### src/rtl/pps_gate_counter.sv
// GPS-disciplined gated frequency counter: counts clk cycles across
// gate_len+1 PPS intervals with back-to-back gates, a valid/ack result
// handshake, saturation/overrun flags and a missing-PPS timeout.
module pps_gate_counter #(
  parameter int unsigned WIDTH          = 35,
  parameter int unsigned GATE_BITS      = 4,
  parameter int unsigned SYNC_STAGES    = 2,
  parameter int unsigned TIMEOUT_CYCLES = 30000000
) (
  input  logic                 clk,
  input  logic                 rst,
  input  logic                 pps_in,
  input  logic                 enable,
  input  logic [GATE_BITS-1:0] gate_len,
  output logic [WIDTH-1:0]     result,
  output logic                 result_valid,
  output logic                 result_saturated,
  output logic                 result_overrun,
  input  logic                 result_ack,
  output logic                 pps_missing,
  output logic [1:0]           state
);

  localparam int unsigned TW = $clog2(TIMEOUT_CYCLES + 1);
  localparam logic [TW-1:0] TIMEOUT_VAL = TW'(TIMEOUT_CYCLES);

  typedef enum logic [1:0] {
    IDLE  = 2'd0,
    ARM   = 2'd1,
    COUNT = 2'd2
  } state_t;

  state_t               state_q, state_d;
  logic [SYNC_STAGES-1:0] sync_q;
  logic                 pps_prev_q;
  logic                 pps_edge_q;

  logic [WIDTH-1:0]     count_q, count_d;
  logic                 sat_q, sat_d;
  logic [GATE_BITS-1:0] intervals_q, intervals_d;
  logic [GATE_BITS-1:0] gate_q, gate_d;
  logic [TW-1:0]        tcnt_q, tcnt_d;
  logic [WIDTH-1:0]     result_q, result_d;
  logic                 valid_q, valid_d;
  logic                 res_sat_q, res_sat_d;
  logic                 overrun_q, overrun_d;
  logic                 missing_q, missing_d;

  logic [WIDTH-1:0]     count_step;
  logic                 sat_step;
  logic [TW-1:0]        tcnt_step;
  logic                 timeout_hit;
  logic                 close;

  // Synchronise pps_in and produce a registered one-cycle rising-edge pulse.
  always_ff @(posedge clk or posedge rst) begin
    if (rst) begin
      sync_q     <= '0;
      pps_prev_q <= 1'b0;
      pps_edge_q <= 1'b0;
    end else begin
      sync_q     <= {sync_q[SYNC_STAGES-2:0], pps_in};
      pps_prev_q <= sync_q[SYNC_STAGES-1];
      pps_edge_q <= sync_q[SYNC_STAGES-1] & ~pps_prev_q;
    end
  end

  // Saturating increments shared by the count and timeout paths.
  always_comb begin
    count_step  = (count_q == '1) ? count_q : count_q + 1'b1;
    sat_step    = sat_q | (count_q == '1);
    tcnt_step   = (tcnt_q == TIMEOUT_VAL) ? tcnt_q : tcnt_q + 1'b1;
    timeout_hit = (tcnt_step == TIMEOUT_VAL);
  end

  // Next-state, gate bookkeeping and result handshake.
  always_comb begin
    state_d     = state_q;
    count_d     = count_q;
    sat_d       = sat_q;
    intervals_d = intervals_q;
    gate_d      = gate_q;
    tcnt_d      = tcnt_q;
    result_d    = result_q;
    valid_d     = valid_q;
    res_sat_d   = res_sat_q;
    overrun_d   = overrun_q;
    missing_d   = missing_q;
    close       = 1'b0;

    // tcnt holds the number of cycles since the last edge, so the cycle
    // after an edge already reads 1; timeout then lands exactly
    // TIMEOUT_CYCLES cycles after the edge.
    if (!enable) begin
      state_d     = IDLE;
      count_d     = '0;
      sat_d       = 1'b0;
      intervals_d = '0;
      tcnt_d      = '0;
    end else begin
      unique case (state_q)
        IDLE: begin
          state_d = ARM;
          tcnt_d  = '0;
        end
        ARM: begin
          if (pps_edge_q) begin
            state_d     = COUNT;
            count_d     = WIDTH'(1);
            sat_d       = 1'b0;
            intervals_d = '0;
            gate_d      = gate_len;
            missing_d   = 1'b0;
            tcnt_d      = TW'(1);
          end else begin
            tcnt_d = tcnt_step;
            if (timeout_hit) missing_d = 1'b1;
          end
        end
        COUNT: begin
          if (pps_edge_q) begin
            tcnt_d = TW'(1);
            if (intervals_q == gate_q) begin
              close       = 1'b1;
              count_d     = WIDTH'(1);
              sat_d       = 1'b0;
              intervals_d = '0;
              gate_d      = gate_len;
            end else begin
              intervals_d = intervals_q + 1'b1;
              count_d     = count_step;
              sat_d       = sat_step;
            end
          end else begin
            tcnt_d  = tcnt_step;
            count_d = count_step;
            sat_d   = sat_step;
            if (timeout_hit) begin
              missing_d = 1'b1;
              state_d   = ARM;
            end
          end
        end
        default: state_d = IDLE;
      endcase
    end

    if (close) begin
      result_d  = count_q;
      res_sat_d = sat_q;
      valid_d   = 1'b1;
      overrun_d = valid_q & ~result_ack;
    end else if (result_ack && valid_q) begin
      valid_d   = 1'b0;
      overrun_d = 1'b0;
    end
  end

  // State and datapath registers.
  always_ff @(posedge clk or posedge rst) begin
    if (rst) begin
      state_q     <= IDLE;
      count_q     <= '0;
      sat_q       <= 1'b0;
      intervals_q <= '0;
      gate_q      <= '0;
      tcnt_q      <= '0;
      result_q    <= '0;
      valid_q     <= 1'b0;
      res_sat_q   <= 1'b0;
      overrun_q   <= 1'b0;
      missing_q   <= 1'b0;
    end else begin
      state_q     <= state_d;
      count_q     <= count_d;
      sat_q       <= sat_d;
      intervals_q <= intervals_d;
      gate_q      <= gate_d;
      tcnt_q      <= tcnt_d;
      result_q    <= result_d;
      valid_q     <= valid_d;
      res_sat_q   <= res_sat_d;
      overrun_q   <= overrun_d;
      missing_q   <= missing_d;
    end
  end

  assign result           = result_q;
  assign result_valid     = valid_q;
  assign result_saturated = res_sat_q;
  assign result_overrun   = overrun_q;
  assign pps_missing      = missing_q;
  assign state            = state_q;

endmodule

### config.mk
export PLATFORM = sky130hd
export DESIGN_NAME = pps_gate_counter
export DESIGN_NICKNAME = d
export VERILOG_FILES = /design/src/rtl/pps_gate_counter.sv
export SDC_FILE = /design/constraint.sdc
export NUM_CORES = 1
export LEC_CHECK = 0
export CAP_MARGIN = 30
export CORE_UTILIZATION = 29
export DETAILED_ROUTE_END_ITERATION = 10
export GPL_ROUTABILITY_DRIVEN = 0
export GPL_TIMING_DRIVEN = 0
export PLACE_DENSITY_LB_ADDON = 0.25
export RECOVER_POWER = 100
export SETUP_SLACK_MARGIN = 0.1
export SLEW_MARGIN = 10
export SYNTH_ARGS = -nofsm -noshare
export SYNTH_HDL_FRONTEND = slang
export SYNTH_SLANG_ARGS = --single-unit
### constraint.sdc
create_clock -name clk -period 5.03 [get_ports clk]
set_clock_uncertainty 0.15 [all_clocks]
set_input_delay 1.006 -clock clk [delete_from_list [all_inputs] [get_ports clk]]
set_output_delay 1.006 -clock clk [all_outputs]
set_load 0.1 [all_outputs]
== Yosys cells after proc, flatten, opt, wreduce, memory -nomap -nowiden ==
Index checks and enable logic that the tools add are counted.

* Register bits after elaboration: 114
* Latch bits: 0
* Bits in writable memories: 0
* Memory bits (read-only): 0
* Bits of input ports: 9
* Output and inout bits: 41
* Memories kept: 0

* $add $sub $neg: 3
* $mul: 0
* Div/mod/pow operators: 0
* $lt $le $gt $ge: 0
* Eq/ne operators: 16
* Shift operators: 0
* Multiplexer cells: 40
* Bitwise gates (word level): 5
* Reductions and logical operators: 10

{| class="wikitable"
|+ Operator list
! operator !! number
|-
| two-way mux 35 bit || 5
|-
| two-way mux 25 bit || 3
|-
| case mux 35 bit (2 select lines) || 1
|-
| == test 25 bit, second input constant || 2
|-
| case mux 25 bit (2 select lines) || 1
|-
| adder 35 x 1 -> 35 bit, second input constant || 1
|-
| == test 35 bit, second input constant || 1
|-
| two-way mux 4 bit || 7
|-
| adder 25 x 1 -> 25 bit, second input constant || 1
|-
| case mux 4 bit (2 select lines) || 2
|-
| two-way mux 1 bit || 14
|-
| inequality test 3 bit, second input constant || 4
|-
| AND reduction 3 bit || 3
|-
| two-way mux 2 bit || 4
|-
| inequality test 2 bit, second input constant || 4
|-
| case mux 2 bit (3 select lines) || 1
|-
| AND reduction 5 bit || 1
|-
| adder 4 x 1 -> 4 bit, second input constant || 1
|-
| == test 4 bit || 1
|-
| case mux 1 bit (2 select lines) || 2
|-
| nonzero test 2 bit || 2
|-
| inequality test 3 x 1 -> 1 bit, second input constant || 1
|-
| inequality test 3 x 2 -> 1 bit, second input constant || 1
|-
| bitwise AND 1 bit || 2
|-
| 8 further kinds || 9
|}

== Logic depth before layout (Yosys ltp) ==
* Depth after elaboration: 7
* Mapped depth: 10
* Depth with buffers taken out: 9

== Worst setup path before layout ==
OpenSTA, ideal clock, no wires.

* Path kind: register to register
* Start point: register state_q[1] (netlist: state[1])
* End point: register count_q[14]
* Arrival: 2.804 ns
* Slack: 1.994 ns
* Cell stages (with the launch flop): 9
* Period minus slack after synthesis: 3.036 ns
* Cells stage by stage: dfrtp_1 > inv_1 > ha_1 > nor2b_1 > clkbuf_1 > a211oi_1 > clkbuf_1 > o21ai_0 > a31oi_1

* Longest elaborated chain between the ends: 3

{| class="wikitable"
|+ Ends and longest elaborated chain
! what !! RTL line !! RTL
|-
| start, declared || 33 || <nowiki>state_t state_q, state_d;</nowiki>
|-
| start signal, assigned || 174 || <nowiki>state_q <= state_d;</nowiki>
|-
| == test 2 bit or == test 2 x 1 -> 1 bit (tied branches) || 101 || <nowiki>unique case (state_q)</nowiki>
|-
| case mux 35 bit (2 select lines), or another cell as far along || 101 ||
|-
| two-way mux 35 bit or AND reduction 2 bit (tied branches) || n/a ||
|-
| end signal, assigned || 175 || <nowiki>count_q <= count_d;</nowiki>
|-
| end, declared || 38 || <nowiki>logic [WIDTH-1:0] count_q, count_d;</nowiki>
|}

Several ways; a longest one is shown, not always the timed one.
A chain may end at the register's enable or synchronous reset.

== Worst setup path in the final report ==
* Start point: input enable
* End point: register tcnt_q[21]

* Longest elaborated chain between the ends: 1

{| class="wikitable"
|+ Ends and longest elaborated chain
! what !! RTL line !! RTL
|-
| start, declared || 13 || <nowiki>input logic enable,</nowiki>
|-
| inequality test 3 x 2 -> 1 bit (no line) or two-way mux 25 bit (tied branches) || n/a ||
|-
| end signal, assigned || 179 || <nowiki>tcnt_q <= tcnt_d;</nowiki>
|-
| end, declared || 42 || <nowiki>logic [TW-1:0] tcnt_q, tcnt_d;</nowiki>
|}

Several ways; a longest one is shown, not always the timed one.

==> reports/qor.txt <==
Initial Util: 0.298
Synthesized area per cell: 9.55 µm²
Detailed Route WL: 15,900 µm
Clock latency at the later pin of the worst-skew pair: 0.41 ns
P_sw: 979 µW
CTS tree: done
Post-synthesis instance area: 6070 µm²
Top cells by area, synth: dfrtp_1 (47%), mux2_2 (6.5%), o21ai_0 (5.0%)
Critical Path AT: 3.70 ns
Internal power: 1.93 mW
Maxcap violations: 2
Non-filler instance count after layout: 990
Worst-path clk slew: 0.05 ns
P&R area growth vs syn: 24.0%
Post-synth top area cell: dfrtp_1
Fill cell count: 2,077
Place WS: 1.40 ns
Layout cells sized above 1: 0.136
Period utilisation layout: 0.703
Violated checks: max-capacitance violations
Max-slew violations: 0
Detailed-route vias per instance: 5.14
Static Leak: 3.38 nW
Nets: 724
Row cnt: 52
Switching Share: 0.336
CP cell instances: dlygate4sd3_1, inv_1, nor3b_1, clkbuf_1, nand2_1, o21ai_0
Root Buffer: clkbuf_16
Wire length per cell: 16.0 µm
Synth top area share: 0.470
Clk buf depth: 2
Flop pwr share: 0.344
Hold Path Class: reg -> reg
Max FO, Critical Path: 10
Max Clk Rate: 283 MHz
Buf/Inv on CP: 3
Minimum clock period: 3.54 ns
Die W: 147 µm
HPWL Detailed: 10,800 µm
Total global routing overflow: 0
Post-CTS Setup Bufs: 0
Total die area: 21,500 µm²
P per Cell Area: 387 nW/µm²
Sequential cell area: 2850 µm²
Slowest CP cell: nor3b_1
Residual DRC: 0
RSZ-0062 raised after global routing: false
Startpoint Class: input pin
DR vias: 5,087
Hold buffer count at CTS: 0
Prevailing post-synth register cell: dfrtp_1
# port buffers: 49
Seq cells post-synth: 114
Slowest stage delay, CP: 1.09 ns
Core Footprint: 20,400 µm²
# setup viols final: 0
CTS H-tree lvls: 4
Area occupied by multi-input gates: 2960 µm²
Endpoints failing hold: 0
Seq/Total Area, Yosys: 0.470
Total GRT Usage: 0.155
Number of global-route vias before repair: 4,871
First-pass DRT Iterations: 5
Initial antenna violation count: 0
First-pass GRT wire length: 26,500 µm
YS warnings: 0
Syn Nets: 653
Number of flops mapped to enable cells by yosys: 0
Clk network pwr share: 0.420
Worst-Margin Slew: 1.48 ns
DR iter-0 viols: 425
Critical Path RT: 5.20 ns
Ys async rst share: 1.00
Clk sinks: 114
Post_cts resized: 0
CP Class: in -> reg
TritonCTS Buffers: 17
Slew margin rel.: 0.00510
Post-Synthesis Cells: 636
Top delay family on crit path: buffers and inverters
Largest net degree at the start of global routing: 88
Total power: 2.91 mW
IO Pins: 50
Crit end category: flop
Die height: 147 µm
Antenna-violating nets left: 0
Antenna diode count: 0
VDD IR max: 211 µV
Yosys cell types: 68
Gate power share: 0.236
Placed cell count: 958
Status: finished, violations left
Setup WS post-layout: 1.49 ns
metal layers:
layer,GRT usage,vias up,share of wire
li1,-,2499,-
met1,0.211,2459,0.48
met2,0.242,110,0.46
met3,0.0332,19,0.039
met4,0.0536,0,0.015
met5,0,-,0
flip-flops by register name (all words and copies together), names as in the netlist:
register and flops:
result_saturated 1, gate_q 4, tcnt_q 25, result_valid 1
sat_q 1, pps_prev_q 1, count_q 35, pps_missing 1
result_overrun 1, result 35, intervals_q 4, sync_q 2
pps_edge_q 1, state 2
metrics by stage:
| stage | cell area [µm²] | hold WS [ns] | setup TNS (ns) | util |
|---|---|---|---|---|
| global route | 7530 | 0.208 | 0 | 0.370 |
| global placement | 6900 | 0.184 | -135.32 | 0.339 |
| finish | 7530 | 0.196 | 0 | 0.370 |
| floorplan | 6070 | 0.181 | 0 | - |
| CTS | 7570 | 0.198 | 0 | 0.372 |
| detailed placement | 6970 | 0.185 | 0 | 0.342 |
cells in the mapped netlist (13+ instances only):
| master | count |
|---|---|
| a21oi_1 | 27 |
| a31oi_1 | 28 |
| and3_1 | 13 |
| clkbuf_1 | 21 |
| dfrtp_1 | 114 |
| inv_1 | 15 |
| mux2_2 | 35 |
| nand2_1 | 67 |
| nand3_1 | 31 |
| nand4_1 | 13 |
| nor2_1 | 50 |
| o21ai_0 | 61 |
| o21ai_1 | 22 |
worst paths after layout:
check / start / to / cells past startpoint / slack, ns
worst max-delay path: enable / tcnt_q[21]$_DFFE_PP0P_ / 6 / 1.49
worst min-delay path: sync_q[0]$_DFF_PP0_ / sync_q[1]$_DFF_PP0_ / 0 / 0.20
worst max register to register: state[1]$_DFFE_PP0P_ / count_q[7]$_DFFE_PP0P_ / 7 / 1.78
worst min register to register: sync_q[0]$_DFF_PP0_ / sync_q[1]$_DFF_PP0_ / 0 / 0.20
max in group asynchronous: rst / count_q[19]$_DFFE_PP0P_ / 3 / 2.48
min in group asynchronous: rst / tcnt_q[16]$_DFFE_PP0P_ / 2 / 1.25
logic make-up after synthesis:
family                     count (synthesis)  synth area share
AOI/OAI and AO/OA                        182             0.184
xor gates and xnor gates                  11            0.0159
adders and majority gates                  8            0.0165
buffers and inverters                     50            0.0398
DFF                                      114             0.470
muxes                                     38            0.0700
and+or+nand+nor                          233             0.204
worst register-to-register path: cells and delay by family (launching register included):
family / cells / cell delay [ns]
compound gates: 2 / 1.32
buf+inv: 3 / 0.79
flops: 1 / 0.41
fa+ha+maj: 1 / 0.28
simple gates: 1 / 0.16
power groups by stage:
stage | logic (mW) | registers (mW) | clock network [mW]
global route | 0.761 | 1.01 | 1.29
finish | 0.687 | 1.00 | 1.22
CTS | 0.706 | 1.00 | 1.26
detailed placement | 0.703 | 1.02 | 0
floorplan | 0.406 | 1.10 | 0
global placement | 0.699 | 1.02 | 0
cell type report:
class | count | share of cell area
Timing Repair Buffer | 52 | 0.0729
Buffer | 34 | 0.0241
Sequential cell | 114 | 0.379
Tap cell | 270 | 0.0448
Clock inverter | 13 | 0.0216
Multi-Input combinational cell | 472 | 0.392
Clock buffer | 19 | 0.0575
Inverter | 16 | 0.00814
cell usage in the layout (no fill, tap or decap), types with 17 or more instances in the layout:
cell type	instances
dfrtp_1	114
o21ai_0	75
nand2_1	67
nor2_1	50
dlygate4sd3_1	44
mux2_2	35
nand3_1	31
a31oi_1	28
a21oi_1	27
clkbuf_1	24
clkbuf_16	17
Note: power is estimated with default switching activity, not from simulation.
